[src/rtl/wb_commit_arbiter_pkg.sv]
// Shared widths and the commit-source select for the writeback commit unit.
package wb_pkg;

    localparam int WB_XLEN     = 32;
    localparam int WB_AW       = 5;
    localparam int WB_NUM_REGS = 2 ** WB_AW;

    typedef enum logic [1:0] {
        SRC_NONE,
        SRC_ALU,
        SRC_HOLD,
        SRC_LD
    } wb_src_e;

endpackage

[src/rtl/wb_commit_arbiter_tag_fifo.sv]
// Destination-register tag FIFO for outstanding loads, in issue order.
module wb_tag_fifo #(
    parameter int AW    = 5,
    parameter int DEPTH = 4
) (
    input  logic          clk,
    input  logic          reset,
    input  logic          i_push,
    input  logic [AW-1:0] i_din,
    input  logic          i_pop,
    output logic [AW-1:0] o_head,
    output logic          o_full,
    output logic          o_empty
);

    localparam int PW = $clog2(DEPTH);

    logic [AW-1:0] r_mem [DEPTH];
    logic [PW-1:0] r_wr_ptr;
    logic [PW-1:0] r_rd_ptr;
    logic [PW:0]   r_count;

    always_ff @(posedge clk or posedge reset) begin
        if (reset) begin
            r_wr_ptr <= '0;
            r_rd_ptr <= '0;
            r_count  <= '0;
        end else begin
            if (i_push) r_wr_ptr <= r_wr_ptr + PW'(1);
            if (i_pop)  r_rd_ptr <= r_rd_ptr + PW'(1);
            case ({i_push, i_pop})
                2'b10:   r_count <= r_count + (PW+1)'(1);
                2'b01:   r_count <= r_count - (PW+1)'(1);
                default: r_count <= r_count;
            endcase
        end
    end

    // Tag storage needs no reset; it is only read while the FIFO is non-empty.
    always_ff @(posedge clk) begin
        if (i_push) r_mem[r_wr_ptr] <= i_din;
    end

    assign o_head  = r_mem[r_rd_ptr];
    assign o_full  = (r_count == (PW+1)'(DEPTH));
    assign o_empty = (r_count == '0);

endmodule

[src/rtl/wb_commit_arbiter.sv]
// Merges ALU results and in-order load returns onto the register file write
// port, with a one-entry hold buffer and a load-use busy scoreboard.
module wb_commit_arbiter
    import wb_pkg::*;
#(
    parameter int XLEN     = WB_XLEN,
    parameter int AW       = WB_AW,
    parameter int LQ_DEPTH = 4
) (
    input  logic              clk,
    input  logic              reset,
    input  logic              alu_valid,
    input  logic [AW-1:0]     alu_rd,
    input  logic [XLEN-1:0]   alu_data,
    input  logic              ld_issue,
    input  logic [AW-1:0]     ld_issue_rd,
    output logic              ld_issue_ready,
    input  logic              ld_valid,
    input  logic [XLEN-1:0]   ld_data,
    output logic              ld_ready,
    output logic [2**AW-1:0]  busy,
    output logic              rg_wrt_en,
    output logic [AW-1:0]     rg_wrt_addr,
    output logic [XLEN-1:0]   rg_wrt_data,
    output logic              proto_err
);

    localparam int NR = 2 ** AW;

    logic            r_hold_valid;
    logic [AW-1:0]   r_hold_rd;
    logic [XLEN-1:0] r_hold_data;
    logic [NR-1:0]   r_busy;
    logic            r_wrt_en;
    logic [AW-1:0]   r_wrt_addr;
    logic [XLEN-1:0] r_wrt_data;
    logic            r_err;

    logic [AW-1:0]   w_head;
    logic            w_full;
    logic            w_empty;
    logic            w_push;
    logic            w_ld_acc;
    logic            w_capture;
    wb_src_e         w_src;
    logic [AW-1:0]   w_rd;
    logic [XLEN-1:0] w_data;
    logic            w_wr;
    logic [NR-1:0]   w_busy_nxt;

    wb_tag_fifo #(
        .AW    (AW),
        .DEPTH (LQ_DEPTH)
    ) u_tag_fifo (
        .clk     (clk),
        .reset   (reset),
        .i_push  (w_push),
        .i_din   (ld_issue_rd),
        .i_pop   (w_ld_acc),
        .o_head  (w_head),
        .o_full  (w_full),
        .o_empty (w_empty)
    );

    assign ld_ready       = !r_hold_valid;
    assign ld_issue_ready = !w_full && !r_busy[ld_issue_rd];
    assign w_push         = ld_issue && ld_issue_ready;
    // A return with no tag outstanding is dropped, not popped.
    assign w_ld_acc       = ld_valid && ld_ready && !w_empty;
    assign w_capture      = alu_valid && w_ld_acc;

    always_comb begin
        w_src = SRC_NONE;
        if (alu_valid)         w_src = SRC_ALU;
        else if (r_hold_valid) w_src = SRC_HOLD;
        else if (w_ld_acc)     w_src = SRC_LD;
    end

    always_comb begin
        w_rd   = '0;
        w_data = '0;
        unique case (w_src)
            SRC_ALU: begin
                w_rd   = alu_rd;
                w_data = alu_data;
            end
            SRC_HOLD: begin
                w_rd   = r_hold_rd;
                w_data = r_hold_data;
            end
            SRC_LD: begin
                w_rd   = w_head;
                w_data = ld_data;
            end
            default: ;
        endcase
    end

    assign w_wr = (w_src != SRC_NONE) && (w_rd != '0);

    always_comb begin
        w_busy_nxt = r_busy;
        if (w_src == SRC_HOLD)    w_busy_nxt[r_hold_rd] = 1'b0;
        else if (w_src == SRC_LD) w_busy_nxt[w_head]    = 1'b0;
        if (w_push) w_busy_nxt[ld_issue_rd] = 1'b1;
        w_busy_nxt[0] = 1'b0;
    end

    always_ff @(posedge clk or posedge reset) begin
        if (reset) begin
            r_hold_valid <= 1'b0;
            r_hold_rd    <= '0;
            r_hold_data  <= '0;
            r_busy       <= '0;
            r_wrt_en     <= 1'b0;
            r_wrt_addr   <= '0;
            r_wrt_data   <= '0;
            r_err        <= 1'b0;
        end else begin
            if (w_capture) begin
                r_hold_valid <= 1'b1;
                r_hold_rd    <= w_head;
                r_hold_data  <= ld_data;
            end else if (w_src == SRC_HOLD) begin
                r_hold_valid <= 1'b0;
            end
            r_busy   <= w_busy_nxt;
            r_wrt_en <= w_wr;
            if (w_wr) begin
                r_wrt_addr <= w_rd;
                r_wrt_data <= w_data;
            end
            r_err <= r_err
                   | (ld_valid && w_empty)
                   | (alu_valid && r_busy[alu_rd]);
        end
    end

    assign busy        = r_busy;
    assign rg_wrt_en   = r_wrt_en;
    assign rg_wrt_addr = r_wrt_addr;
    assign rg_wrt_data = r_wrt_data;
    assign proto_err   = r_err;

endmodule

[config.mk]
export PLATFORM = sky130hd
export DESIGN_NAME = wb_commit_arbiter
export DESIGN_NICKNAME = d
export VERILOG_FILES = /design/src/rtl/wb_commit_arbiter_pkg.sv /design/src/rtl/wb_commit_arbiter_tag_fifo.sv /design/src/rtl/wb_commit_arbiter.sv
export SDC_FILE = /design/constraint.sdc
export NUM_CORES = 1
export LEC_CHECK = 0
export CORE_MARGIN = 2
export CORE_UTILIZATION = 55
export DETAILED_ROUTE_END_ITERATION = 8
export MAX_ROUTING_LAYER = met4
export PLACE_DENSITY = 0.93
export SLEW_MARGIN = 10
export SYNTH_ARGS = -nofsm -noshare
export SYNTH_HDL_FRONTEND = slang
export SYNTH_SLANG_ARGS = --single-unit
[constraint.sdc]
create_clock -name clk -period 9.4 [get_ports clk]
set_input_delay 1.88 -clock clk [delete_from_list [all_inputs] [get_ports clk]]
set_output_delay 1.88 -clock clk [all_outputs]
set_load 0.01 [all_outputs]
==> impl_metrics.env <==
export IMPL_diodes=0
export IMPL_grt_pass1_wl_um=29700
export IMPL_rr_startpoint="busy[27]"
export IMPL_h_tree_depth=4
export IMPL_setup_viol=0
export IMPL_syn_avg_cell_area_um2=11.5
export IMPL_drc=0
export IMPL_ir_drop_mv=0.215
export IMPL_relSlewSlack=0.393
export IMPL_reg2reg_to="u_tag_fifo.r_count[1]"
export IMPL_rsz0062_at_grt="no"
export IMPL_via_count=5640
export IMPL_final_cell_mix="clkdlybuf4s50_1 (149), dfrtp_1 (115), nand2_1 (50), nor2_1 (36)"
export IMPL_nNetsFinal=794
export IMPL_clkLatencyLatePin_ns=0.42
export IMPL_fin_skew_ns=0.00619
export IMPL_synth_main_ff_cell="dfrtp_1"
export IMPL_drive_above_1_share=0.111
export IMPL_cts_hold_buf=0
export IMPL_critPathTopFamily="buffers and inverters"
export IMPL_synth_area_leaders="dfrtp_1 (43%), edfxtp_1 (8.9%), mux4_2 (7.0%)"
export IMPL_core_area_mm2=0.0120
export IMPL_start_util=0.562
export IMPL_synth_area_mm2=0.00672
export IMPL_dp_slack_ns=2.67
export IMPL_clk_pin_slew_ns=0.06
export IMPL_layout_setup_ws_ns=2.70
export IMPL_grt_pass1_vias=5591
export IMPL_post_cts_resized=0
export IMPL_finalCritPeriodShare=0.713
export IMPL_slew_violations=0
export IMPL_maxCapViolCount=0
export IMPL_worstMarginPinSlew_ns=0.908
export IMPL_rr_worst_depth=9
export IMPL_syn2layout_area_growth_pct=30.7
export IMPL_grt_max_degree=91
export IMPL_synth_top_area_cell="dfrtp_1"
export IMPL_cts_tree="done"
export IMPL_finalHoldViolCount=0
export IMPL_netlist_area_leader_share=0.428
export IMPL_antenna_found_initial=0
export IMPL_die_height_um=115
export IMPL_post_cts_buffers=0
export IMPL_cts_sinks=135
export IMPL_async_flop_share=0.852
export IMPL_max_stage_delay_ns=1.01
export IMPL_hold_depth=2
export IMPL_hpwlAfterDp_um=12500
export IMPL_first_pass_iters=5
export IMPL_wl_um=18900
export IMPL_path_buf_inv=2
export IMPL_grt_ovfl_total=0
export IMPL_wl_per_cell_um=21.8
export IMPL_final_common_cell="clkdlybuf4s50_1"
export IMPL_fmax_ghz=0.149
export IMPL_io_buffers=150
export IMPL_whs_endpoint="rg_wrt_addr[0]"
export IMPL_ctsRootBufferMaster="clkbuf_16"
export IMPL_min_period_ns=6.70
export IMPL_gp_congestion=0.920
export IMPL_cts_path_max_buffers=2
export IMPL_crit_arrival_ns=4.82
export IMPL_drt_iter0_markers=743
export IMPL_critical_path_cell_chain="clkdlybuf4s50_1 -> mux4_2 -> nand3_1 -> o31ai_1 -> a211oi_2 -> clkdlybuf4s50_1"
export IMPL_required_ns=7.52
export IMPL_std_cell_rows=40
export IMPL_synth_seq_cells=135
export IMPL_num_io_pins=152
export IMPL_fin_tns_setup_ns=0
export IMPL_cp_max_fo=16
export IMPL_min_path_type="reg -> reg"
export IMPL_endpoint_kind="output port"
export IMPL_die_w_um=115
export IMPL_ys_seq_area_frac=0.518
export IMPL_p_leak_uw=0.00341
export IMPL_postRouteAntennaNets=0
export IMPL_crit_top_cell="clkdlybuf4s50_1"
export IMPL_power_density_mw_per_mm2=300
export IMPL_synth_yosys_warnings=0
export IMPL_via_per_inst=6.50
export IMPL_grt_usage=0.305
export IMPL_r2r_slack_ns=6.13
export IMPL_synth_cell_types=51
export IMPL_start_kind="input pin"
export IMPL_syn_nets=667
export IMPL_worstHoldStart="rg_wrt_addr[0]"
export IMPL_critical_path_class="in -> out"
export IMPL_status="finished, final reports clean"
export IMPL_dieArea_mm2=0.0131
export IMPL_numCtsBuffers=17
export IMPL_slowest_stage="clkdlybuf4s50_1"
export IMPL_synth_edf_count=20
export IMPL_netlist_instances=582
[power breakdown]
| group | switching, uW | internal (uW) | total [uW] | leakage, uW |
|---|---|---|---|---|
| Sequential | 207 | 814 | 1020 | 0.00158 |
| Clock | 239 | 385 | 624 | 0.000276 |
| Combinational | 470 | 521 | 991 | 0.00156 |
[final cells by class]
type | instances | area [um^2]
flip-flops and latches | 135 | 3480
fillers | 780 | 3180
multi-input cells | 390 | 2970
repair buffers | 155 | 1540
clock buffers | 25 | 527
well taps | 147 | 184
inverters | 10 | 40.0
clock inverters | 6 | 38.8
[metal layers]
layer	GRT usage	part of all wire	wire [um]	up-vias
met5	-	0	0	-
met4	0.118	0.024	463	0
met3	0.0688	0.094	1780	56
met2	0.465	0.47	8910	356
met1	0.403	0.41	7750	2768
li1	-	-	-	2460
[sequential cells by signal, indices dropped and copies added, names as in the netlist, 2 cells and up]
register and flops:
r_hold_data 32, rg_wrt_data 32, busy 31, u_tag_fifo.r_mem 20
r_hold_rd 5, rg_wrt_addr 5, u_tag_fifo.r_count 3, u_tag_fifo.r_rd_ptr 2
u_tag_fifo.r_wr_ptr 2
[stage by stage]
step / power, uW / instances / instance area, um^2 / utilization / hold WS [ns]
after detailed placement: 1990 / 837 / 8210 / 0.686 / 0.467
after global routing: 2770 / 868 / 8780 / 0.734 / 0.498
final: 2640 / 868 / 8780 / 0.734 / 0.476
after floorplan: 1550 / 582 / 6720 / - / 0.465
after global placement: 1950 / 837 / 8210 / 0.686 / 0.465
after CTS: 2630 / 868 / 8780 / 0.734 / 0.480
[worst max path at each step]
stage	startpoint	to	slack, ns	cells after the start
CTS	ld_issue_rd[0]	ld_issue_ready	2.65	6
global placement	ld_issue_rd[0]	ld_issue_ready	2.77	6
finish	ld_issue_rd[0]	ld_issue_ready	2.70	6
global route	ld_issue_rd[0]	ld_issue_ready	2.51	6
detailed placement	ld_issue_rd[0]	ld_issue_ready	2.67	6
floorplan	ld_issue_rd[0]	ld_issue_ready	4.40	5
[cells in the mapped netlist, types with 4 or more instances]
master and count:
a21o_1 4, a21oi_1 32, a22oi_1 32, and3_1 4, buf_1 9, buf_2 4, buf_4 6, buf_6 4
clkbuf_1 24, dfrtp_1 115, edfxtp_1 20, ha_1 5, inv_1 9, mux2_1 29, mux2_2 12, mux4_2 21
nand2_1 51, nand2b_1 10, nand3_1 8, nand3b_1 7, nor2_1 37, nor2b_1 4, o21ai_1 32, o221ai_1 31
o31ai_1 32
[cell families (layout without fill, tap and decap cells)]
logic type               count (synthesis)  in the layout  synth area share
AO/OA/AOI/OAI                          177            177             0.182
AND/OR/NAND/NOR                        137            137            0.0981
flip-flops                             135            135             0.518
multiplexers                            63             63             0.141
buffers and inverters                   57            196            0.0404
adder cells (fa/ha/maj)                  6              6            0.0123
XOR/XNOR                                 6              6           0.00782
other                                    1              1          0.000558
[tightest hold or removal path, delay by kind of cell (launching register included)]
kind	cells	cell delay, ns
flip-flops	1	0.34
AND/OR/NAND/NOR	2	0.10
No activity file was read; power rests on OpenSTA's default activity.
